$ cat config.mk
export PLATFORM = sky130hd
export DESIGN_NAME = elevator_call_latch_flat
export DESIGN_NICKNAME = d
export VERILOG_FILES = /design/src/rtl/elevator_call_latch_if.sv /design/src/rtl/elevator_call_latch.sv /design/src/flat_wrapper.sv
export SDC_FILE = /design/constraint.sdc
export NUM_CORES = 1
export LEC_CHECK = 0
export CAP_MARGIN = 20
export CORE_ASPECT_RATIO = 0.8
export CORE_UTILIZATION = 52
export CTS_BUF_LIST = sky130_fd_sc_hd__clkbuf_8
export DETAILED_ROUTE_END_ITERATION = 7
export GPL_ROUTABILITY_DRIVEN = 1
export PLACE_DENSITY = 0.81
export SLEW_MARGIN = 10
export SYNTH_ARGS = -nofsm -noshare
export SYNTH_HDL_FRONTEND = slang
export SYNTH_SLANG_ARGS = --single-unit
$ cat constraint.sdc
create_clock -name clk -period 1.96 [get_ports clk]
set_input_delay 0.392 -clock clk [delete_from_list [all_inputs] [get_ports clk]]
set_output_delay 0.392 -clock clk [all_outputs]
set_load 0.05 [all_outputs]
$ cat src/rtl/elevator_call_latch_if.sv
// elevator_call_latch_if: raw buttons, floor/serve status and pending-call outputs of the call latch
interface elevator_call_latch_if;
  logic [3:0] car_btn_in;
  logic       up_gnd_in, up_one_in, up_two_in;
  logic       down_one_in, down_two_in, down_three_in;
  logic [1:0] cur_floor;
  logic       serve_valid, serve_dir;
  logic [3:0] car_req;
  logic [2:0] hall_up_req, hall_dn_req;
  logic       any_req;
  logic [1:0] target_floor;
  logic       target_valid;
  logic [1:0] dir_state;
  modport master (
    output car_btn_in, up_gnd_in, up_one_in, up_two_in, down_one_in, down_two_in, down_three_in,
    output cur_floor, serve_valid, serve_dir,
    input  car_req, hall_up_req, hall_dn_req, any_req, target_floor, target_valid, dir_state
  );
  modport slave (
    input  car_btn_in, up_gnd_in, up_one_in, up_two_in, down_one_in, down_two_in, down_three_in,
    input  cur_floor, serve_valid, serve_dir,
    output car_req, hall_up_req, hall_dn_req, any_req, target_floor, target_valid, dir_state
  );
endinterface

$ cat src/rtl/elevator_call_latch.sv
// elevator_call_latch: synchronize/debounce/latch car and hall calls, pick the next SCAN target.
// Define CALL_DEBOUNCE_EN to build the per-input debounce counters.
module elevator_call_latch #(
  parameter int DEBOUNCE_CYCLES = 4
) (
  input logic clk,
  input logic rst,
  elevator_call_latch_if.slave bus
);
  localparam logic [1:0] IDLE = 2'b00, UP = 2'b01, DOWN = 2'b10;

  if (DEBOUNCE_CYCLES < 1 || DEBOUNCE_CYCLES > 255) begin : g_bad_param
    $error("DEBOUNCE_CYCLES must be in 1..255");
  end

  function automatic logic [1:0] f_lo(input logic [3:0] m);
    f_lo = m[0] ? 2'd0 : m[1] ? 2'd1 : m[2] ? 2'd2 : 2'd3;
  endfunction

  function automatic logic [1:0] f_hi(input logic [3:0] m);
    f_hi = m[3] ? 2'd3 : m[2] ? 2'd2 : m[1] ? 2'd1 : 2'd0;
  endfunction

  logic [9:0] w_raw, r_s1, r_s2, w_filt, r_filt_q, w_press;
  logic [3:0] r_car, w_at, w_hit, w_below, w_above, w_up_f, w_dn_f, w_call;
  logic [3:0] w_cu, w_du, w_cd, w_dd;
  logic [2:0] r_up, r_dn;
  logic [1:0] r_dir, w_dir_nx, r_tgt, w_tgt;
  logic       r_tv, w_tv, w_a, w_b;

  assign w_raw = {bus.down_three_in, bus.down_two_in, bus.down_one_in,
                  bus.up_two_in, bus.up_one_in, bus.up_gnd_in, bus.car_btn_in};

  always_ff @(posedge clk)
    if (!rst) begin
      r_s1     <= '0;
      r_s2     <= '0;
      r_filt_q <= '0;
    end else begin
      r_s1     <= w_raw;
      r_s2     <= r_s1;
      r_filt_q <= w_filt;
    end

`ifdef CALL_DEBOUNCE_EN
  localparam int CW = $clog2(DEBOUNCE_CYCLES + 1);
  localparam logic [CW-1:0] LAST = CW'(DEBOUNCE_CYCLES - 1);
  logic [9:0]    r_filt;
  logic [CW-1:0] r_cnt [10];

  always_ff @(posedge clk)
    for (int i = 0; i < 10; i++)
      if (!rst) begin
        r_cnt[i]  <= '0;
        r_filt[i] <= 1'b0;
      end else if (r_s2[i] == r_filt[i]) begin
        r_cnt[i] <= '0;
      end else if (r_cnt[i] == LAST) begin
        r_filt[i] <= r_s2[i];
        r_cnt[i]  <= '0;
      end else begin
        r_cnt[i] <= r_cnt[i] + CW'(1);
      end

  assign w_filt = r_filt;
`else
  assign w_filt = r_s2;
`endif

  assign w_press = w_filt & ~r_filt_q;
  assign w_at    = 4'b0001 << bus.cur_floor;
  assign w_hit   = bus.serve_valid ? w_at : 4'b0000;

  // floor 0 only has an up call and floor 3 only a down call, so those clear on any serve
  always_ff @(posedge clk)
    if (!rst) begin
      r_car <= '0;
      r_up  <= '0;
      r_dn  <= '0;
    end else begin
      r_car <= (r_car | w_press[3:0]) & ~w_hit;
      r_up  <= (r_up | w_press[6:4]) & ~(w_hit[2:0] & {{2{bus.serve_dir}}, 1'b1});
      r_dn  <= (r_dn | w_press[9:7]) & ~(w_hit[3:1] & {1'b1, {2{~bus.serve_dir}}});
    end

  assign w_below = w_at - 4'b0001;
  assign w_above = ~(w_below | w_at);
  assign w_up_f  = {1'b0, r_up};
  assign w_dn_f  = {r_dn, 1'b0};
  assign w_call  = r_car | w_up_f | w_dn_f;
  assign w_a     = |(w_call & w_above);
  assign w_b     = |(w_call & w_below);
  assign w_cu    = (r_car | w_up_f) & w_above;
  assign w_du    = w_dn_f & w_above;
  assign w_cd    = (r_car | w_dn_f) & w_below;
  assign w_dd    = w_up_f & w_below;

  // target follows the direction being entered so both registers move together
  always_comb begin
    w_dir_nx = r_dir == DOWN ? (w_b ? DOWN : w_a ? UP : IDLE) : (w_a ? UP : w_b ? DOWN : IDLE);
    w_tv     = w_dir_nx == UP ? |{w_cu, w_du} : w_dir_nx == DOWN ? |{w_cd, w_dd} : |(w_call & w_at);
    w_tgt    = w_dir_nx == UP ? (|w_cu ? f_lo(w_cu) : f_hi(w_du))
             : w_dir_nx == DOWN ? (|w_cd ? f_hi(w_cd) : f_lo(w_dd)) : bus.cur_floor;
  end

  always_ff @(posedge clk)
    if (!rst) begin
      r_dir <= IDLE;
      r_tgt <= 2'd0;
      r_tv  <= 1'b0;
    end else begin
      r_dir <= w_dir_nx;
      r_tgt <= w_tv ? w_tgt : 2'd0;
      r_tv  <= w_tv;
    end

  assign bus.car_req      = r_car;
  assign bus.hall_up_req  = r_up;
  assign bus.hall_dn_req  = r_dn;
  assign bus.any_req      = |{r_car, r_up, r_dn};
  assign bus.target_floor = r_tgt;
  assign bus.target_valid = r_tv;
  assign bus.dir_state    = r_dir;
endmodule
$ cat src/flat_wrapper.sv
// flat-port wrapper written by rule: the top's interface ports become plain ports
module elevator_call_latch_flat 
#(
  parameter int DEBOUNCE_CYCLES = 4
)
  (clk, rst, bus_car_btn_in, bus_up_gnd_in, bus_up_one_in, bus_up_two_in, bus_down_one_in, bus_down_two_in, bus_down_three_in, bus_cur_floor, bus_serve_valid, bus_serve_dir, bus_car_req, bus_hall_up_req, bus_hall_dn_req, bus_any_req, bus_target_floor, bus_target_valid, bus_dir_state);
  elevator_call_latch_if bus_i ();
  input logic clk;
  input logic rst;
  input wire logic [$bits(bus_i.car_btn_in)-1:0] bus_car_btn_in;
  input wire logic [$bits(bus_i.up_gnd_in)-1:0] bus_up_gnd_in;
  input wire logic [$bits(bus_i.up_one_in)-1:0] bus_up_one_in;
  input wire logic [$bits(bus_i.up_two_in)-1:0] bus_up_two_in;
  input wire logic [$bits(bus_i.down_one_in)-1:0] bus_down_one_in;
  input wire logic [$bits(bus_i.down_two_in)-1:0] bus_down_two_in;
  input wire logic [$bits(bus_i.down_three_in)-1:0] bus_down_three_in;
  input wire logic [$bits(bus_i.cur_floor)-1:0] bus_cur_floor;
  input wire logic [$bits(bus_i.serve_valid)-1:0] bus_serve_valid;
  input wire logic [$bits(bus_i.serve_dir)-1:0] bus_serve_dir;
  output wire logic [$bits(bus_i.car_req)-1:0] bus_car_req;
  output wire logic [$bits(bus_i.hall_up_req)-1:0] bus_hall_up_req;
  output wire logic [$bits(bus_i.hall_dn_req)-1:0] bus_hall_dn_req;
  output wire logic [$bits(bus_i.any_req)-1:0] bus_any_req;
  output wire logic [$bits(bus_i.target_floor)-1:0] bus_target_floor;
  output wire logic [$bits(bus_i.target_valid)-1:0] bus_target_valid;
  output wire logic [$bits(bus_i.dir_state)-1:0] bus_dir_state;
  assign bus_i.car_btn_in = bus_car_btn_in;
  assign bus_i.up_gnd_in = bus_up_gnd_in;
  assign bus_i.up_one_in = bus_up_one_in;
  assign bus_i.up_two_in = bus_up_two_in;
  assign bus_i.down_one_in = bus_down_one_in;
  assign bus_i.down_two_in = bus_down_two_in;
  assign bus_i.down_three_in = bus_down_three_in;
  assign bus_i.cur_floor = bus_cur_floor;
  assign bus_i.serve_valid = bus_serve_valid;
  assign bus_i.serve_dir = bus_serve_dir;
  assign bus_car_req = bus_i.car_req;
  assign bus_hall_up_req = bus_i.hall_up_req;
  assign bus_hall_dn_req = bus_i.hall_dn_req;
  assign bus_any_req = bus_i.any_req;
  assign bus_target_floor = bus_i.target_floor;
  assign bus_target_valid = bus_i.target_valid;
  assign bus_dir_state = bus_i.dir_state;
  elevator_call_latch #(.DEBOUNCE_CYCLES(DEBOUNCE_CYCLES)) u_core (.clk(clk), .rst(rst), .bus(bus_i));
endmodule
Yosys cells after proc, flatten, opt, wreduce, memory -nomap -nowiden. Cells that the tools add are included.

Add/sub/neg operators: 1. Equal/unequal tests: 3. Shifts and indexed selects: 1. Multiplexer cells: 24. Bitwise operators: 26. Reduce and logical (&&, ||, !) cells: 9.

Operator list (number): $mux W2 (16); $and A4 B4 Y4 (7); $reduce_or A4 Y1 (5); $or A4 B4 Y4 (4); $reduce_or A8 Y1 (2); $and A3 B3 Y3 (4); $and A10 B10 Y10 (1); $not A10 Y10 (1); $reduce_or A10 Y1 (1); $not A4 Y4 (2); $mux W1 (7); $not A3 Y3 (2); $or A3 B3 Y3 (2); $and A3 B4 Y4 (1); $eq A2 B2 Y1 const B (2); $mux W4 (1); $or A4 B3 Y4 (1); $shl A1 B2 Y4 const A (1); $sub A4 B1 Y4 const B (1); $eq A2 B1 Y1 const B (1); $reduce_and A2 Y1 (1); $not A1 Y1 (1).

Bits in registers: 45.

Logic depth before layout (Yosys ltp).
Word-level depth: 13. Mapped depth: 6. Mapped depth without buffers: 5.

Worst setup path after synthesis. No wires, ideal clock.

Kind: register -> register. Start: reg u_core.r_car[0], in the netlist u_core.bus.car_req[0]. End: reg u_core.r_tgt[1], in the netlist u_core.bus.target_floor[1]. Arrival time: 2.006 ns. Setup slack: -0.162 ns. Cell stages (with the launch flop): 6. Path buffers: 0. Clock period less this slack: 2.122 ns. Cell sequence: dfxtp_1 nor2_1 nand4_1 nand2_1 nor2_1 a31o_2.

Cells in the longest elaborated chain, start to end: 11. Elaborated cells between the ends (all ways): 30. Those cells by class: eq/ne: 2; mux: 12; bitwise: 8; reduce/logical: 8.

RTL lines: start: declaration (line elevator_call_latch.sv:25) `logic [3:0] r_car, w_at, w_hit, w_below, w_above, w_up_f, w_dn_f, w_call;`; start signal: assignment (line elevator_call_latch.sv:81) `r_car <= (r_car | w_press[3:0]) & ~w_hit;`; $or A4 B3 Y4 (line elevator_call_latch.sv:90, elevator_call_latch.sv:93); $or A4 B4 Y4 (line elevator_call_latch.sv:90) `assign w_call = r_car | w_up_f | w_dn_f;`; $and A4 B4 Y4 (on tied branches) (line elevator_call_latch.sv:91, elevator_call_latch.sv:92); $reduce_or A4 Y1 (on tied branches) (line elevator_call_latch.sv:91, elevator_call_latch.sv:92); $mux W1 or $mux W2 (tied branches) (line elevator_call_latch.sv:100) `w_dir_nx = r_dir == DOWN ? (w_b ? DOWN : w_a ? UP : IDLE) : (w_a ? UP : w_b ? DOWN : IDLE);`; $mux W2 (2 in a row) (line elevator_call_latch.sv:100); $eq A2 B2 Y1 (line elevator_call_latch.sv:101, elevator_call_latch.sv:103); $mux W1 (2 in a row) (line elevator_call_latch.sv:101) `w_tv = w_dir_nx == UP ? |{w_cu, w_du} : w_dir_nx == DOWN ? |{w_cd, w_dd} : |(w_call & w_at);`; $reduce_and A2 Y1 (no source line); end signal: assignment (line elevator_call_latch.sv:113) `r_tgt <= w_tv ? w_tgt : 2'd0;`; end: declaration (line elevator_call_latch.sv:28) `logic [1:0] r_dir, w_dir_nx, r_tgt, w_tgt;`.

Several ways; a longest one is shown, not always the timed one. A chain may end at the register's enable or synchronous reset.

Worst setup path in the final report.
Start: reg u_core.r_up[1], in the netlist u_core.bus.hall_up_req[1]. End: out bus_hall_up_req[1].

RTL lines: start: declaration (line elevator_call_latch.sv:27) `logic [2:0] r_up, r_dn;`; start signal: assignment (line elevator_call_latch.sv:82) `r_up <= (r_up | w_press[6:4]) & ~(w_hit[2:0] & {{2{bus.serve_dir}}, 1'b1});`; end: declaration (line flat_wrapper.sv:21) `output wire logic [$bits(bus_i.hall_up_req)-1:0] bus_hall_up_req;`.

No word-level cell between the ends.

==> impl_metrics.ini <==
[status]
status = completed

[setup_path]
max_stage_delay_ps = 820
critPathBufInv = 1
path_class = flop to primary output
critPathRequiredTime_ps = 1570
crit_path_top_delay_cell = clkdlybuf4s50_1
cp-end-kind = primary output
cp.arrival_ps = 1520
cpLargestDelayFamily = buffers and inverters
cp_cell_sequence = clkdlybuf4s50_1
crit_fanout = 5
cp-start-kind = flop

[timing]
slew_violations = 0
setup_slack_ps = 48.12
clock_skew_ps = 6.789
min_period_ps = 1912
fmax_mhz = 523.0
rsz0062_at_grt = no
worst_pin_slew_ps = 524.5
setup_violations = 0
slew_headroom_pct = 64.98
finalHoldViolCount = 0
fin_setup_tns_ps = 0
finalCritPeriodShare_pct = 97.55

[die]
rows = 17
die_y_um = 51.45
die_w_um = 63.81
initial_core_util_pct = 56.17
fp.dieArea_um2 = 3282
core_area_um2 = 2829
ios = 32

[grt]
track_usage_pct = 20.64
antenna_found_initial = 0
grt_max_degree = 31
globalRoute.busiestLayer = met2
grt_overflow = 0
use_met2_pct = 36.88
met3_usage_pct = 6.473
grt_util_met1_pct = 22.44
grt_first_pass_wirelength_um = 5016
grt_pass1_vias = 1148

[cts]
numCtsBuffers = 5
h-tree-depth = 2
cts_tree = built
clock_path_buffers = 2
path_clk_slew_ps = 90
clkLatencyLatePin_ps = 300
root_buffer = clkbuf_8
clock_sinks = 45

[synth]
yosys_warnings = 0
synth_edf_count = 0
synth-async-reset-ratio_pct = 0
synth.most_common_cell = dfxtp_1
ys_top_cells_by_count = dfxtp_1 (45), and2_1 (30), o21ai_0 (14)
ys_types = 31
syn_avg_cell_area_um2 = 9.630
syn-num-nets = 181
synth-seq-area-share_pct = 56.69
synth_top_area_cell = dfxtp_1
synthFlopType = dfxtp_1
syn_area_um2 = 1589
syn_inst = 165
synth-seq-cells = 45
synth_top_area_share_pct = 56.69
synth_area_leaders = dfxtp_1 (57%), and2_1 (12%), o21ai_0 (4.4%), a21oi_1 (4.1%), nor2b_1 (2.8%)

[cells_and_area]
drive_above_1_share_pct = 17.65
syn2layout_area_growth_pct = 32.13
stdcell_area_um2 = 2100
final_util_pct = 74.21
num_antenna_cells = 0
nets = 219
final_cells = 242

[routing]
drtIter0Drc = 50
drc = 0
routed_wl_um = 3073
vias = 1253
postRouteAntennaNets = 0
wl_per_cell_um = 12.70
drt_pre_antenna_iters = 4
vias_per_cell = 5.178

[placement]
finalWeightedCongestion = 0.8079
pre_cts_slack_ps = -8.034
io_buffers = 31
dpl-instance-area_um2 = 1979
dp.cells = 234
dp_hpwl_um = 2242

[pwr]
intPower_w = 0.001490
swShare_pct = 26.84
comb_power_share_pct = 16.5
power.density_nw_per_um2 = 970.1
p_sw_w = 0.0005467
ir_worst_vdd_mv = 0.8102
clock_power_share_pct = 34.9
pwr-share-seq_pct = 48.6
p_leak_nw = 0.8835

[job]
drv_cap = 0

[hold_path]
hold_path_class = flop to flop
## cell families (layout without fill, tap and decap cells)
logic type | Yosys count | count (layout) | share of synthesized area (%)
flip-flops | 45 | 45 | 56.69
buffers and inverters | 13 | 52 | 3.228
AO/OA/AOI/OAI | 37 | 37 | 14.25
AND/OR/NAND/NOR | 70 | 70 | 25.83
## cell type report
type                    instances  area, um2
flip-flops and latches         45      910.9
inverters                       7      26.28
fillers                       211      729.5
clock buffers                   5      68.82
clock inverters                 3      48.80
multi-input cells             107      649.4
repair buffers                 37      347.8
well taps                      38      47.55
## power by group through the flow
| stage | clock, W | sequential [W] | combinational [W] |
|---|---|---|---|
| floorplan | 0 | 0.00109 | 0.000138 |
| global placement | 0 | 0.00101 | 0.000329 |
| detailed placement | 0 | 0.00101 | 0.000335 |
| CTS | 0.000719 | 0.000991 | 0.000336 |
| global route | 0.000753 | 0.000996 | 0.000360 |
| finish | 0.000710 | 0.000991 | 0.000336 |
## flip-flops by register name, summed over array words and instances (netlist names)
name,cells
u_core.bus.car_req,4
u_core.bus.dir_state,2
u_core.bus.hall_dn_req,3
u_core.bus.hall_up_req,3
u_core.bus.target_floor,2
u_core.bus.target_valid,1
u_core.r_filt_q,10
u_core.r_s1,10
u_core.r_s2,10
## cells in the final DEF (no fill, tap or decap), types with 5 or more instances in the layout
cell type         n
a21oi_1          13
nor2b_1           7
nand2_1           7
clkbuf_8          5
buf_4            10
and2_1           30
dfxtp_2           8
nor2_1           10
o21ai_0          14
clkdlybuf4s50_1  26
inv_1             7
dfxtp_1          37
## worst paths after layout
kind	start	end	slack, ps	cells past startpoint
max reg2reg	u_core.bus.car_req[2]	u_core.bus.target_floor[1]	360	5
min reg2reg	u_core.r_s1[5]	u_core.r_s2[5]	440	1
min	u_core.r_s1[5]	u_core.r_s2[5]	440	1
max	u_core.bus.hall_up_req[1]	bus_hall_up_req[1]	50	1
## metal layers
metal  routed length [um]  part of all wire, %  vias to the layer above
met5                    0                    0                        -
met4                   46                  1.5                        0
met3                  136                  4.4                        5
met2                 1514                   49                       30
met1                 1375                   45                      587
li1                     -                    -                      631
## through the flow
stage | hold WS (ps) | power [W]
6_report | 436.3 | 0.002037
5_1_grt | 450.1 | 0.002109
4_1_cts | 443.7 | 0.002046
3_5_place_dp | 420.0 | 0.001347
3_3_place_gp | 414.8 | 0.001339
2_1_floorplan | 411.9 | 0.001226
## what timing repair did
| item | 4_1_cts | 5_1_grt |
|---|---|---|
| hold buffers | 0 | 0 |
| endpoints found under the hold margin | 0 | 0 |
| setup endpoints to repair | 0 | 1 |
| buffers inserted | 0 | 0 |
| gates resized for setup | 0 | 1 |
Note: power is estimated with default switching activity, not from simulation.
